==> config.mk <==
export PLATFORM = sky130hd
export DESIGN_NAME = uart_rx_cfg
export DESIGN_NICKNAME = d
export VERILOG_FILES = /design/src/rtl/uart_rx_cfg_pkg.sv /design/src/rtl/uart_bit_timer.sv /design/src/rtl/uart_rx_cfg.sv
export SDC_FILE = /design/constraint.sdc
export NUM_CORES = 1
export LEC_CHECK = 0
export CORE_ASPECT_RATIO = 1.1
export CORE_UTILIZATION = 40
export DETAILED_ROUTE_END_ITERATION = 6
export GPL_TIMING_DRIVEN = 0
export SLEW_MARGIN = 20
export SYNTH_ARGS = -nofsm -noshare
export SYNTH_HDL_FRONTEND = slang
export SYNTH_SLANG_ARGS = --single-unit
==> constraint.sdc <==
create_clock -name clk -period 1.8 [get_ports clk]
set_input_delay 0.36 -clock clk [delete_from_list [all_inputs] [get_ports clk]]
set_output_delay 0.36 -clock clk [all_outputs]
set_load 0.02 [all_outputs]
==> src/rtl/uart_rx_cfg_pkg.sv <==
// Shared definitions for the configurable UART receiver: FSM states,
// parity mode codes and the 3-sample majority voter.
package uart_rx_cfg_pkg;

  typedef enum logic [2:0] {
    ST_IDLE   = 3'd0,
    ST_START  = 3'd1,
    ST_DATA   = 3'd2,
    ST_PARITY = 3'd3,
    ST_STOP1  = 3'd4,
    ST_STOP2  = 3'd5
  } rx_state_e;

  localparam int unsigned PARITY_NONE = 0;
  localparam int unsigned PARITY_ODD  = 1;
  localparam int unsigned PARITY_EVEN = 2;

  function automatic logic vote3(input logic [2:0] s);
    return (s[0] & s[1]) | (s[0] & s[2]) | (s[1] & s[2]);
  endfunction

endpackage

==> src/rtl/uart_bit_timer.sv <==
// Per-bit divider: counts 0..DIV-1 and wraps, with strobes at the three
// mid-bit sample points H-1, H, H+1 (H = DIV/2) and at the last count.
module uart_bit_timer #(
  parameter int unsigned DIV = 286
) (
  input  logic clk,
  input  logic rst_n,
  input  logic restart,
  output logic smp_lo_c,
  output logic smp_mid_c,
  output logic smp_hi_c,
  output logic wrap_c
);

  localparam int unsigned CW = $clog2(DIV);
  localparam int unsigned H  = DIV / 2;

  logic [CW-1:0] cnt_q, cnt_d;

  assign wrap_c    = (cnt_q == CW'(DIV - 1));
  assign smp_lo_c  = (cnt_q == CW'(H - 1));
  assign smp_mid_c = (cnt_q == CW'(H));
  assign smp_hi_c  = (cnt_q == CW'(H + 1));

  always_comb begin
    cnt_d = cnt_q + CW'(1);
    if (restart || wrap_c) begin
      cnt_d = '0;
    end
  end

  always_ff @(posedge clk or negedge rst_n) begin
    if (!rst_n) begin
      cnt_q <= '0;
    end else begin
      cnt_q <= cnt_d;
    end
  end

endmodule

==> src/rtl/uart_rx_cfg.sv <==
// Configurable UART receiver: synchroniser, 3-sample voter, frame FSM,
// error detection and a one-entry valid/ready holding register.
module uart_rx_cfg
  import uart_rx_cfg_pkg::*;
#(
  parameter int unsigned CLK_HZ      = 33000000,
  parameter int unsigned BAUD        = 115200,
  parameter int unsigned DATA_BITS   = 8,
  parameter int unsigned PARITY      = 0,
  parameter int unsigned STOP_BITS   = 1,
  parameter int unsigned SYNC_STAGES = 2
) (
  input  logic                 clk,
  input  logic                 rst_n,
  input  logic                 rx,
  output logic [DATA_BITS-1:0] data,
  output logic                 data_valid,
  input  logic                 data_ready,
  output logic                 parity_err,
  output logic                 frame_err,
  output logic                 overrun,
  output logic                 break_det
);

  localparam int unsigned DIV = CLK_HZ / BAUD;
  localparam int unsigned BCW = $clog2(DATA_BITS + 1);

  logic [SYNC_STAGES-1:0] sync_q, sync_d;
  logic                   rs_prev_q, rs_prev_d;
  rx_state_e              state_q, state_d;
  logic [BCW-1:0]         bit_cnt_q, bit_cnt_d;
  logic [DATA_BITS-1:0]   shreg_q, shreg_d;
  logic                   s_lo_q, s_lo_d;
  logic                   s_mid_q, s_mid_d;
  logic                   par_bit_q, par_bit_d;
  logic                   stop1_q, stop1_d;
  logic [DATA_BITS-1:0]   data_q, data_d;
  logic                   valid_q, valid_d;
  logic                   pe_q, pe_d;
  logic                   fe_q, fe_d;
  logic                   ov_q, ov_d;
  logic                   bk_q, bk_d;

  logic rs_c;
  logic vote_c;
  logic restart_c;
  logic done_c;
  logic stop_ok_c;
  logic stop_any_high_c;
  logic smp_lo_c, smp_mid_c, smp_hi_c, wrap_c;

  uart_bit_timer #(
    .DIV(DIV)
  ) u_timer (
    .clk      (clk),
    .rst_n    (rst_n),
    .restart  (restart_c),
    .smp_lo_c (smp_lo_c),
    .smp_mid_c(smp_mid_c),
    .smp_hi_c (smp_hi_c),
    .wrap_c   (wrap_c)
  );

  assign rs_c   = sync_q[SYNC_STAGES-1];
  assign vote_c = vote3({s_lo_q, s_mid_q, rs_c});

  assign data       = data_q;
  assign data_valid = valid_q;
  assign parity_err = pe_q;
  assign frame_err  = fe_q;
  assign overrun    = ov_q;
  assign break_det  = bk_q;

  // Frame FSM, sampling and shift register
  always_comb begin
    sync_d    = {sync_q[SYNC_STAGES-2:0], rx};
    rs_prev_d = rs_c;
    state_d   = state_q;
    bit_cnt_d = bit_cnt_q;
    shreg_d   = shreg_q;
    s_lo_d    = s_lo_q;
    s_mid_d   = s_mid_q;
    par_bit_d = par_bit_q;
    stop1_d   = stop1_q;
    restart_c = 1'b0;
    done_c    = 1'b0;

    if (smp_lo_c)  s_lo_d  = rs_c;
    if (smp_mid_c) s_mid_d = rs_c;

    case (state_q)
      ST_IDLE: begin
        // A break leaves rs low here, so no new frame until the line recovers
        if (rs_prev_q && !rs_c) begin
          state_d   = ST_START;
          restart_c = 1'b1;
        end
      end
      ST_START: begin
        if (smp_hi_c && vote_c) begin
          state_d = ST_IDLE;
        end else if (wrap_c) begin
          state_d   = ST_DATA;
          bit_cnt_d = '0;
        end
      end
      ST_DATA: begin
        if (smp_hi_c) begin
          shreg_d   = {vote_c, shreg_q[DATA_BITS-1:1]};
          bit_cnt_d = bit_cnt_q + BCW'(1);
        end
        if (wrap_c && (bit_cnt_q == BCW'(DATA_BITS))) begin
          state_d = (PARITY != PARITY_NONE) ? ST_PARITY : ST_STOP1;
        end
      end
      ST_PARITY: begin
        if (smp_hi_c) par_bit_d = vote_c;
        if (wrap_c)   state_d   = ST_STOP1;
      end
      ST_STOP1: begin
        // Single stop bit ends the frame at mid-bit to allow early resync
        if (smp_hi_c) begin
          stop1_d = vote_c;
          if (STOP_BITS == 1) begin
            done_c  = 1'b1;
            state_d = ST_IDLE;
          end
        end
        if (wrap_c) state_d = ST_STOP2;
      end
      ST_STOP2: begin
        if (smp_hi_c) begin
          done_c  = 1'b1;
          state_d = ST_IDLE;
        end
      end
      default: state_d = ST_IDLE;
    endcase
  end

  // Completion: holding register, overrun and error pulses
  always_comb begin
    data_d  = data_q;
    valid_d = valid_q;
    pe_d    = 1'b0;
    fe_d    = 1'b0;
    ov_d    = 1'b0;
    bk_d    = 1'b0;

    if (state_q == ST_STOP2) begin
      stop_ok_c       = stop1_q & vote_c;
      stop_any_high_c = stop1_q | vote_c;
    end else begin
      stop_ok_c       = vote_c;
      stop_any_high_c = vote_c;
    end

    if (valid_q && data_ready) valid_d = 1'b0;

    if (done_c) begin
      if (!valid_q || data_ready) begin
        data_d  = shreg_q;
        valid_d = 1'b1;
      end else begin
        ov_d = 1'b1;
      end
      pe_d = (PARITY != PARITY_NONE) &&
             ((^shreg_q ^ par_bit_q) != (PARITY == PARITY_ODD));
      fe_d = !stop_ok_c;
      bk_d = (shreg_q == '0) &&
             ((PARITY == PARITY_NONE) || !par_bit_q) &&
             !stop_any_high_c;
    end
  end

  always_ff @(posedge clk or negedge rst_n) begin
    if (!rst_n) begin
      sync_q    <= '1;
      rs_prev_q <= 1'b1;
      state_q   <= ST_IDLE;
      bit_cnt_q <= '0;
      shreg_q   <= '0;
      s_lo_q    <= 1'b1;
      s_mid_q   <= 1'b1;
      par_bit_q <= 1'b0;
      stop1_q   <= 1'b0;
      data_q    <= '0;
      valid_q   <= 1'b0;
      pe_q      <= 1'b0;
      fe_q      <= 1'b0;
      ov_q      <= 1'b0;
      bk_q      <= 1'b0;
    end else begin
      sync_q    <= sync_d;
      rs_prev_q <= rs_prev_d;
      state_q   <= state_d;
      bit_cnt_q <= bit_cnt_d;
      shreg_q   <= shreg_d;
      s_lo_q    <= s_lo_d;
      s_mid_q   <= s_mid_d;
      par_bit_q <= par_bit_d;
      stop1_q   <= stop1_d;
      data_q    <= data_d;
      valid_q   <= valid_d;
      pe_q      <= pe_d;
      fe_q      <= fe_d;
      ov_q      <= ov_d;
      bk_q      <= bk_d;
    end
  end

endmodule

# Yosys cells after proc, flatten, opt, wreduce, memory -nomap -nowiden

Cells that the tools add are included.

Register bits: 42
Input bits: 4
Output and inout bits: 13
Logic and storage cells: 86

Add/subtract/negate cells: 2
Equal/unequal tests: 17
Multiplexer cells: 26
Bitwise gates (word level): 7
Reduce and logical (&&, ||, !) cells: 20

Operator list:

| operator              | count |
|---|---|
| $eq A9 B8 Y1 const B  | 3 |
| $mux W3               | 7 |
| $pmux W3 S6           | 1 |
| $mux W1               | 13 |
| $mux W4               | 3 |
| $add A9 B1 Y9 const B | 1 |
| $eq A9 B9 Y1 const B  | 1 |
| $mux W9               | 1 |
| $logic_not A8 Y1      | 1 |
| $ne A2 B2 Y1 const B  | 4 |
| $pmux W4 S2           | 1 |
| $reduce_and A4 Y1     | 2 |
| $eq A3 B2 Y1 const B  | 2 |
| $eq A3 B3 Y1 const B  | 2 |
| $reduce_and A2 Y1     | 3 |
| $logic_and A1 B1 Y1   | 5 |
| $add A4 B1 Y4 const B | 1 |
| $and A1 B1 Y1         | 4 |
| $eq A4 B4 Y1 const B  | 1 |
| $logic_not A1 Y1      | 4 |
| $ne A2 B1 Y1 const B  | 2 |
| $eq A3 B1 Y1 const B  | 1 |
| $logic_not A3 Y1      | 1 |
| $ne A3 B2 Y1 const B  | 1 |
| 4 further kinds       | 7 |

# Depth between registers and ports, before layout

Gate-level depths: netlist of the first run.

Depth after elaboration: 8
Gate-level depth with buffers: 8
Gate-level depth less buffers: 6

# By module

A second synthesis of the first run with hierarchy kept.

Cell total of the unflattened synthesis: 195
Area, all modules: 2045.7 µm²

By module, submodules not included:

| module         | times used | cells an instance | area an instance (µm²) | seq. area each (µm²) |
|---|---|---|---|---|
| uart_rx_cfg    | 1          | 130               | 1446.4                 | 832.0 |
| uart_bit_timer | 1          | 65                | 599.3                  | 225.2 |

# Least setup slack after synthesis of the first run

Ideal clock, no wire load.

Path kind: flip-flop to flip-flop
Start: register u_timer.cnt_q[0]
End: register state_q[0]
Setup time: 0.125 ns
Data arrival time: 1.664 ns
Data required time: 1.675 ns
Slack: 0.011 ns
Cell stages (with the launch flop): 8
Buffers on the path: 1
Clock period less this slack: 1.789 ns
Cell sequence: dfrtp_1 inv_1 ha_1 nor4bb_1 buf_2 a31o_2 o211ai_1 mux2_2

Cells in the longest elaborated chain, start to end: 4
Elaborated cells between the ends (all ways): 12
Classes of those cells: eq/ne (5); mux (4); reduce/logical (3)

Ends and longest elaborated chain:

| element                                          | line                                       | source |
|---|---|---|
| from (decl)                                      | uart_bit_timer.sv:18                       | `logic [CW-1:0] cnt_q, cnt_d;` |
| from (signal assigned)                           | uart_bit_timer.sv:36                       | `cnt_q <= cnt_d;` |
| $eq A9 B8 Y1 or $eq A9 B9 Y1 (tied branches)     | uart_bit_timer.sv:23, uart_bit_timer.sv:20 |  |
| $mux W3, or another cell as far along            | --                                         |  |
| $mux W3, or another cell as far along            | uart_rx_cfg.sv:129                         | `if (wrap_c) state_d = ST_STOP2;` |
| $pmux W3 S6 or $reduce_and A4 Y1 (tied branches) | --                                         |  |
| to (signal assigned)                             | uart_rx_cfg.sv:196                         | `state_q <= state_d;` |
| to (decl)                                        | uart_rx_cfg.sv:30                          | `rx_state_e state_q, state_d;` |

Several ways; a longest one is shown, not always the timed one.
A chain may end at the register's enable or synchronous reset.

# Worst setup path in the final report of the first run

Start: register u_timer.cnt_q[5]
End: register s_lo_q

Cells in the longest elaborated chain, start to end: 1

Ends and longest elaborated chain:

| element              | line                 | source |
|---|---|---|
| $eq A9 B8 Y1         | uart_bit_timer.sv:21 | `assign smp_lo_c = (cnt_q == CW'(H - 1));` |
| to (signal assigned) | uart_rx_cfg.sv:199   | `s_lo_q <= s_lo_d;` |
| to (decl)            | uart_rx_cfg.sv:33    | `logic s_lo_q, s_lo_d;` |

Every way passes these cells.

==> results.md, run 1 <==
* Outcome: complete, no violations
* Final GP Congestion at 0.794
* Cell area after synthesis at 1990 um2
* Seq. cell area at 1060 um2
* Routed wire length per instance at ~15 um
* CTS tree: done
* I/O pin total at 17
* CP Class: reg -> reg
* Setup Viol. Count Final at 0
* 1st-iter DRT viols at between 40 and 50
* Slew Limit Fails at 0
* Tmin final at about 1.8 ns
* Routed WL at roughly 3.7 mm
* Register area share after synthesis at 0.531
* Initial core utilization at 0.422
* Synth warn at 0
* Commonest non-fill, non-tap cell in the layout: dfrtp_1
* IO buf count at 15
* # clock sinks at 42
* Fmax at about 560 MHz
* DP HPWL at between 2 and 3 mm
* Layout area overhead at 25.8%
* H-tree levels at 2
* Startpoint Class: flip-flop
* Vias at ~1300
* CTS clk-pin slew, worst paths at approximately 0.080 ns
* Actual slew at the worst max-slew pin at ~0.87 ns
* Synthesized netlist cell count at between 150 and 200
* Core area at approximately 4700 um2
* Via density at ~5.3
* Die Width at approximately 70 um
* Root buf cell: clkbuf_8
* DRC at 0
* Top-area cell type share of the netlist area at 0.465
* Fill cells at around 380
* DIE AREA at roughly 5300 um2
* Synth Area in Adders at 0.0428
* Yosys cell types at 43
* Synthesized net count at ~180
* P per Cell Area at approximately 940 nW/um2
* Hold crit path type: reg -> reg
* CTS buffer count at 5
* Total GRT Usage at 0.152
* Most frequent cells in the layout: dfrtp_1, mux2_2, nor2_1
* Req. time, crit path at approximately 2.0 ns
* Multi-input gate area in the final layout at about 950 um2
* Period utilization at 0.995
* Antenna-violating nets left at 0
* Largest net degree at the start of global routing at 33
* Site row count at 26
* Initial antenna violation count at 0
* CP arrival at approximately 2 ns
* Synthesized flop and latch total at 42
* CTS max path bufs at 2
* Ant. Diodes at 0
* Final Skew at between 0.004 and 0.005 ns
* Largest family of logic cells by synthesized area: simple AND/OR/NAND/NOR gates
* Syn_area_per_cell at about 12 um2
* Mux cell area share after synthesis at 0.113
* Synth top area cells: dfrtp_1, mux2_2, dfstp_2
* Post-Synth Simple-Gate Area at 0.181
* Worst vdd ir at 0.000509 V
* Number of enable flip-flop cells after synthesis at 0
* Nets at slightly above 200
* Leading area contributor after synthesis: dfrtp_1
* Post-Synth XOR/XNOR Area at 0.0396
* First-pass DRT Iterations at 4
* Worst setup EP type: flip-flop
* Total power at between 0.002 and 0.0025 W
* Remaining Overflow, GRT at 0
* Synth Flop Type: dfrtp_1
* Fin Setup TNS at 0 ns
* Max Cap Viol at 0
* RSZ-0062 raised after global routing: true
* CP max FO at 5
* Final Hold Fails at 0
* Async SR Flop Fraction at 1.00
* Slew Limit Headroom at 0.412
* Share of layout cells above drive strength 1 at 0.355
* Clk_lat worst skew at 0.29 ns
* Vias in the first global route at 1313
* Pleak at ~1.1 nW
* Die Span Y at 76.0 um
* Synth Area in Compound Gates at 0.0585
* First-pass GRT wire length at ~6.3 mm
-- stage by stage --
stage                     cells  area [um2]   util  setup slack (ns)  hold WS, ns
final                       253        2500  0.531           0.00923        0.359
after global routing        253        2500  0.531           -0.0349        0.363
after CTS                   251        2430  0.515           0.00267        0.360
after detailed placement    238        2220  0.472            -0.230        0.264
after global placement      237        2210  0.468            -0.653        0.348
after floorplan             166        1990      -            0.0108       0.0644
-- kinds of logic (layout without fill, tap and decap cells) --
family | Yosys count | after routing
DFF | 42 | 42
buffers and inverters | 12 | 43
other | 1 | 1
muxes | 20 | 20
xor gates and xnor gates | 9 | 9
adders and majority gates | 7 | 7
AOI/OAI and AO/OA | 15 | 15
and+or+nand+nor | 60 | 60
-- cell usage after synthesis (3+ instances only) --
cell	count
buf_2	3
dfstp_2	5
ha_1	6
nor3_1	6
inv_1	6
dfrtp_1	37
nor2b_1	3
nand2_1	8
nand3_1	6
nand3b_1	5
mux2_2	20
nor4_1	3
nor2_1	15
xnor2_1	5
xor2_1	4
-- where the power goes --
part / switching [W] / internal, W
clock: 0.000317 / 0.000414
combinational: 0.000257 / 0.000273
sequential: 0.0000833 / 0.00102
total: 0.000658 / 0.00170
-- state kept, by name (all words and copies together) (netlist names), 2 cells and up --
| name | count |
|---|---|
| shreg_q | 8 |
| u_timer.cnt_q | 9 |
| bit_cnt_q | 4 |
| data | 8 |
| sync_q | 2 |
| state_q | 3 |
-- final timing paths --
check | from | end | slack (ns) | cells after the start
setup / recovery | u_timer.cnt_q[5] | s_lo_q | 0.009 | 4
hold reg to reg | sync_q[0] | sync_q[1] | 0.36 | 0
hold / removal | sync_q[0] | sync_q[1] | 0.36 | 0
setup reg to reg | u_timer.cnt_q[5] | s_lo_q | 0.009 | 4
max in group asynchronous | rst_n | s_mid_q | 0.80 | 3
min in group asynchronous | rst_n | state_q[1] | 0.47 | 2
-- final cells by class --
cell class | instances | share of cell area
Buffer | 4 | 0.0150
Clock buffer | 6 | 0.0290
Clock inverter | 2 | 0.0150
Inverter | 6 | 0.00900
Multi-Input combinational cell | 112 | 0.381
Sequential cell | 42 | 0.424
Tap cell | 56 | 0.0280
Timing Repair Buffer | 25 | 0.0990
-- what timing repair did --
action / in CTS / in global routing
setup endpoints to repair: 21 / 22
buffers inserted: 5 / 3
pin swaps: 3 / 4
hold endpoints to repair: 10 / 0
resized for setup: 11 / 11
hold buffers: 1 / 0
-- per-layer routing --
metal	up-vias	wire [um]	share of wire	track usage
li1	643	-	-	-
met1	657	1730	0.46	0.189
met2	21	1830	0.49	0.250
met3	8	99	0.027	0.0465
met4	0	65	0.017	0.0531
met5	-	0	0	0
-- critical path, cell delays in order, from the launching register on --
cell	delay [ns]
dfrtp_2	0.44
or2_4	0.29
or3b_1	0.41
nor3_2	0.22
mux2_2	0.36
Power figures use the tool's default switching activity.
==> inputs of run 2 (changes only) <==
- CTS_CLUSTER_SIZE: default -> 25
- PLACE_DENSITY: default -> 0.7
==> run 2 against run 1 <==
Combinational power increased by 16%. Core utilization increased by 1.6 points. First-iteration DRC count decreased by 4.5%. Sequential cell count unchanged. Sequential share of layout area decreased by 1.3 points. Die area unchanged. Clock power increased by 2.9%. Routed wire length increased by 1.4%. Global-route usage increased by 0.40 points. Via count increased by 1.9%. Critical path type unchanged. Largest cell class unchanged.
==> results.md, run 2 (synthesis results as in run 1) <==
* IO buf count at 15
* Layout area overhead at 29.7%
* CP bufs+invs at 0
* Antenna-violating nets left at 0
* Outcome: complete, no violations
* DP Area at 2220 um2
* Final GP Congestion at between 0.7 and 0.8
* 1st-iter DRT viols at 42
* CP Class: reg -> reg
* Commonest non-fill, non-tap cell in the layout: dfrtp_1
* Nets at about 220
* Die Width at 69.2 um
* DP HPWL at about 2.4 mm
* Root buf cell: clkbuf_8
* DIE AREA at 5260 um2
* Pleak at 1.16 nW
* CTS buffer count at 5
* Seq. cell area at 1060 um2
* DRC at 0
* Vias in the first global route at 1355
* First-pass GRT wire length at ~6.4 mm
* RSZ-0062 raised after global routing: true
* Ant. Diodes at 0
* First-pass DRT Iterations at 4
* Largest net degree at the start of global routing at 29
* Family with the most delay on the worst path: simple AND/OR/NAND/NOR gates
* Setup Viol. Count Final at 0
* # clock sinks at 42
* Multi-input gate area in the final layout at slightly below 1000 um2
* Most frequent cells in the layout: dfrtp_1, mux2_2, buf_4
* Fin Setup TNS at 0 ns
* Fill cells at just under 400
* Setup ws final at about 0.029 ns
* Max FFs per register at 9
* Initial core utilization at 0.422
* CTS clk-pin slew, worst paths at ~0.080 ns
* Initial antenna violation count at 0
* Worst slack, placed at -0.211 ns
* Worst setup EP type: flip-flop
* Total power at ~0.0025 W
* CTS tree: done
* Clk_lat worst skew at approximately 0.3 ns
* H-tree levels at 2
* CP arrival at ~2 ns
* Max Cap Viol at 0
* Die Span Y at 76.0 um
* CTS max path bufs at 2
* P per Cell Area at 959 nW/um2
* CP max FO at 5
* CP max stage delay at about 0.45 ns
* Site row count at 26
* Via density at 5.17
* Worst-path cell with the longest stage delay: dfrtp_2
* Routed WL at around 3.8 mm
* Total GRT Usage at 0.156
* CP Cell Sequence: or2_4 -> or3b_1 -> nor3_2 -> mux2_4
* Routed wire length per instance at ~14 um
* Remaining Overflow, GRT at 0
* Tmin final at between 1.5 and 2 ns
* Req. time, crit path at about 2.0 ns
* Core area at ~4700 um2
* Share of layout cells above drive strength 1 at 0.398
* Period utilization at 0.984
* Fmax at 565 MHz
* I/O pin total at 17
* Worst vdd ir at ~0.0004 V
* Slew Limit Fails at 0
* Slew Limit Headroom at 0.411
* Final Hold Fails at 0
* Hold crit path type: reg -> reg
* Startpoint Class: flip-flop
* Actual slew at the worst max-slew pin at between 0.8 and 0.9 ns
* Biggest register: u_timer.cnt_q
* Final Skew at ~0.006 ns
* Vias at around 1400
* Post-route cell area at 2580 um2
## run 2: changes by cell type in the layout (fill, tap and decap cells not counted), sizes merged
cell / delta
buf: +9
## run 2: repair_timing
action	in CTS	in global routing
buffers inserted	10	6
hold buffers	1	0
endpoints found under the setup margin	20	14
gates resized for setup	14	15
cloned	0	1
hold endpoints to repair	14	0
pin swaps	4	4
## run 2: path summary, 6_finish.rpt
| check | from | endpoint | slack (ns) | cells after the start |
|---|---|---|---|---|
| worst max-delay path | u_timer.cnt_q[6] | s_lo_q | 0.03 | 4 |
| worst min-delay path | sync_q[0] | sync_q[1] | 0.36 | 0 |
| max in group asynchronous | rst_n | rs_prev_q | 0.77 | 3 |
| worst max register to register | u_timer.cnt_q[6] | s_lo_q | 0.03 | 4 |
| min in group asynchronous | rst_n | u_timer.cnt_q[7] | 0.49 | 2 |
| worst min register to register | sync_q[0] | sync_q[1] | 0.36 | 0 |
## run 2: final cells by class
type,instances,share of cell area
well taps,56,0.0272
flip-flops and latches,42,0.412
multi-input cells,112,0.376
plain buffers,4,0.0160
repair buffers,34,0.117
clock buffers,6,0.0281
clock inverters,2,0.0145
inverters,6,0.00873
## run 2: metrics by stage
stage	utilization	hold slack [ns]	std cells
2_1_floorplan	-	0.0644	166
3_3_place_gp	0.468	0.346	237
3_5_place_dp	0.472	0.293	238
4_1_cts	0.524	0.359	255
5_1_grt	0.547	0.367	262
6_report	0.547	0.358	262
## run 2: routing by layer
metal / share of wire / track usage
met4: 0.023 / 0.0796
met3: 0.027 / 0.0452
met2: 0.49 / 0.243
met1: 0.46 / 0.197
met5: 0 / 0
## run 2: where the power goes
| part | internal, W | switching (W) |
|---|---|---|
| clock network | 0.000414 | 0.000338 |
| logic | 0.000340 | 0.000276 |
| registers | 0.00102 | 0.0000902 |
## run 2: worst register-to-register path, cell delays in order (launching register included)
cell     delay (ns)
dfrtp_2        0.45
or2_4          0.27
or3b_1         0.40
nor3_2         0.25
mux2_4         0.33
==> inputs of run 3 (changes only) <==
- TNS_END_PERCENT: default -> 30
==> run 3 against run 2 <==
The run now ends with setup timing left. Worst hold slack hardly changed. Die area is the same. Sequential cell count unchanged. Count of clock-buffer cells in the layout unchanged. Largest cell class unchanged. Via count decreased by 5.0%. Global-route usage is 0.57 points lower. Sequential share of layout area grew 2.1 points. First-iteration DRC count increased by 45%. Clock skew decreased by 0.0023 ns. Register-to-register slack got worse by 0.07 ns. Total power shrank 6.3%. Final cell count fell by 3.8%.
==> results.md, run 3 (synthesis results as in run 1) <==
* M1 wire length at 1.68 mm
* Die Span Y at around 76 um
* Hold crit path type: reg -> reg
* CTS buffer count at 5
* Site row count at 26
* Initial core utilization at 0.422
* Violated checks: setup timing
* Final Skew at roughly 0.0039 ns
* Vias at 1286
* CP max FO at 9
* Worst-path cell with the longest stage delay: or3b_4
* CP arrival at between 2 and 2.5 ns
* Seq. cell area at around 1100 um2
* Fmax at around 540 MHz
* CTS max path bufs at 2
* CTS tree: done
* DP HPWL at between 2 and 2.5 mm
* Biggest register: u_timer.cnt_q
* Sw Share at 0.280
* Root buf cell: clkbuf_8
* Ant. Diodes at 0
* Final Instance Count excl. Fillers at approximately 250
* Remaining Overflow, GRT at 0
* First-pass DRT Iterations at 4
* Largest net degree at the start of global routing at 29
* Worst setup EP type: flip-flop
* Vias in the first global route at between 1000 and 1500
* P per Cell Area at 948 nW/um2
* Setup Viol. Count Final at 1
* Met3 WL at between 80 and 90 um
* Via density at approximately 5.1
* Outcome: finished, violations left
* Final Core Density at 0.518
* Startpoint Class: flip-flop
* Share of layout cells above drive strength 1 at 0.311
* Actual slew at the worst max-slew pin at between 0.8 and 0.9 ns
* Req. time, crit path at roughly 2.0 ns
* Pleak at 1.11 nW
* H-tree levels at 2
* Final GP Congestion at between 0.7 and 0.8
* IO buf count at 15
* Post-route cell area at approximately 2400 um2
* Cells after DPL at 238
* Slew Limit Fails at 0
* Most frequent cells in the layout: dfrtp_1, mux2_2, nor2_1, clkdlybuf4s50_1
* Logic pwr share at 0.204
* CP Class: reg -> reg
* Fill cells at about 400
* Met2 routed WL at around 1.7 mm
* Layout area overhead at 22.9%
* Worst vdd ir at 0.000400 V
* I/O pin total at 17
* Tmin final at around 1.8 ns
* Clock share of power at 0.323
* Clk_lat worst skew at approximately 0.3 ns
* First-pass GRT wire length at around 6.2 mm
* CP Cell Sequence: buf_4 -> or3b_4 -> a31o_2 -> o211ai_1 -> mux2_4
* Sw power at around 0.00065 W
* Multi-input gate area in the final layout at roughly 920 um2
* Top Metal Used: met4
* Pint at 0.00167 W
* Min Hold Slack at roughly 0.36 ns
* Period utilization at 1.02
* Max FFs per register at 9
* Slew Limit Headroom at 0.411
* Total GRT Usage at 0.151
* Nets at ~200
* CP max stage delay at 0.41 ns
* DP Area at 2220 um2
* Max Cap Viol at 0
* Commonest non-fill, non-tap cell in the layout: dfrtp_1
* CTS clk-pin slew, worst paths at 0.08 ns
* Core area at roughly 4700 um2
* Antenna-violating nets left at 0
* Share of power burned in registers at 0.472
* Initial antenna violation count at 0
* Setup ws final at -0.0426 ns
* DIE AREA at about 5300 um2
* # clock sinks at 42
* Routed wire length per instance at 14.0 um
* Routed WL at roughly 3.5 mm
* DRC at 0
* Final Hold Fails at 0
* RSZ-0062 raised after global routing: true
* Die Width at ~69 um
* 1st-iter DRT viols at slightly above 60
## run 3: cell types whose count changed in the layout (fill, tap and decap cells not counted), moves of 2 or more
cell	before	now
buf_4	18	8
dfrtp_2	4	1
nand3_1	3	5
dfrtp_1	33	36
## run 3: stage by stage
| stage | setup TNS (ns) | worst slack, ns | total power (W) |
|---|---|---|---|
| 2_1_floorplan | 0 | 0.0108 | 0.00139 |
| 4_1_cts | -0.0400 | -0.0339 | 0.00230 |
| 5_1_grt | -0.0855 | -0.0855 | 0.00246 |
| 3_5_place_dp | -2.83 | -0.211 | 0.00149 |
| 3_3_place_gp | -30.56 | -0.725 | 0.00148 |
| 6_report | -0.0426 | -0.0426 | 0.00232 |
## run 3: routing by layer
layer  up-vias  global-route usage
li1        634                   -
met1       632               0.190
met2        15               0.231
met3         5              0.0452
met4         0              0.0796
met5         -                   0
## run 3: cell type report
cell class / instances / area share
Sequential cell: 42 / 0.433
Multi-Input combinational cell: 112 / 0.377
Timing Repair Buffer: 23 / 0.0916
Clock buffer: 6 / 0.0297
Tap cell: 56 / 0.0287
Buffer: 5 / 0.0159
Clock inverter: 2 / 0.0154
Inverter: 6 / 0.00921
## run 3: worst paths after layout
kind | startpoint | to | slack [ns] | cells past startpoint
hold / removal | sync_q[0] | sync_q[1] | 0.36 | 0
setup / recovery | state_q[2] | state_q[0] | -0.04 | 5
setup reg to reg | state_q[2] | state_q[0] | -0.04 | 5
min in group asynchronous | rst_n | u_timer.cnt_q[7] | 0.50 | 2
hold reg to reg | sync_q[0] | sync_q[1] | 0.36 | 0
max in group asynchronous | rst_n | sync_q[0] | 0.77 | 3
## run 3: timing repair
action                                  in CTS  in global routing
resized for setup                            8                  6
endpoints found under the hold margin       14                  0
endpoints found under the setup margin      20                 18
setup buffers                                5                  1
pin swaps                                    2                  3
cloned                                       0                  0
hold buffers                                 1                  0
## run 3: power by group through the flow
stage | Sequential, W | Combinational, W | Clock [W]
5_1_grt | 0.00111 | 0.000534 | 0.000816
2_1_floorplan | 0.00110 | 0.000288 | 0
3_3_place_gp | 0.00112 | 0.000359 | 0
3_5_place_dp | 0.00112 | 0.000368 | 0
6_report | 0.00109 | 0.000473 | 0.000749
4_1_cts | 0.00109 | 0.000446 | 0.000768
## run 3: critical path: cells and delay by family (launching register included)
| family | cells | cell delay (ns) |
|---|---|---|
| buffers and inverters | 1 | 0.16 |
| multiplexers | 1 | 0.32 |
| AND/OR/NAND/NOR | 1 | 0.41 |
| AO/OA/AOI/OAI | 2 | 0.46 |
| flip-flops | 1 | 0.38 |
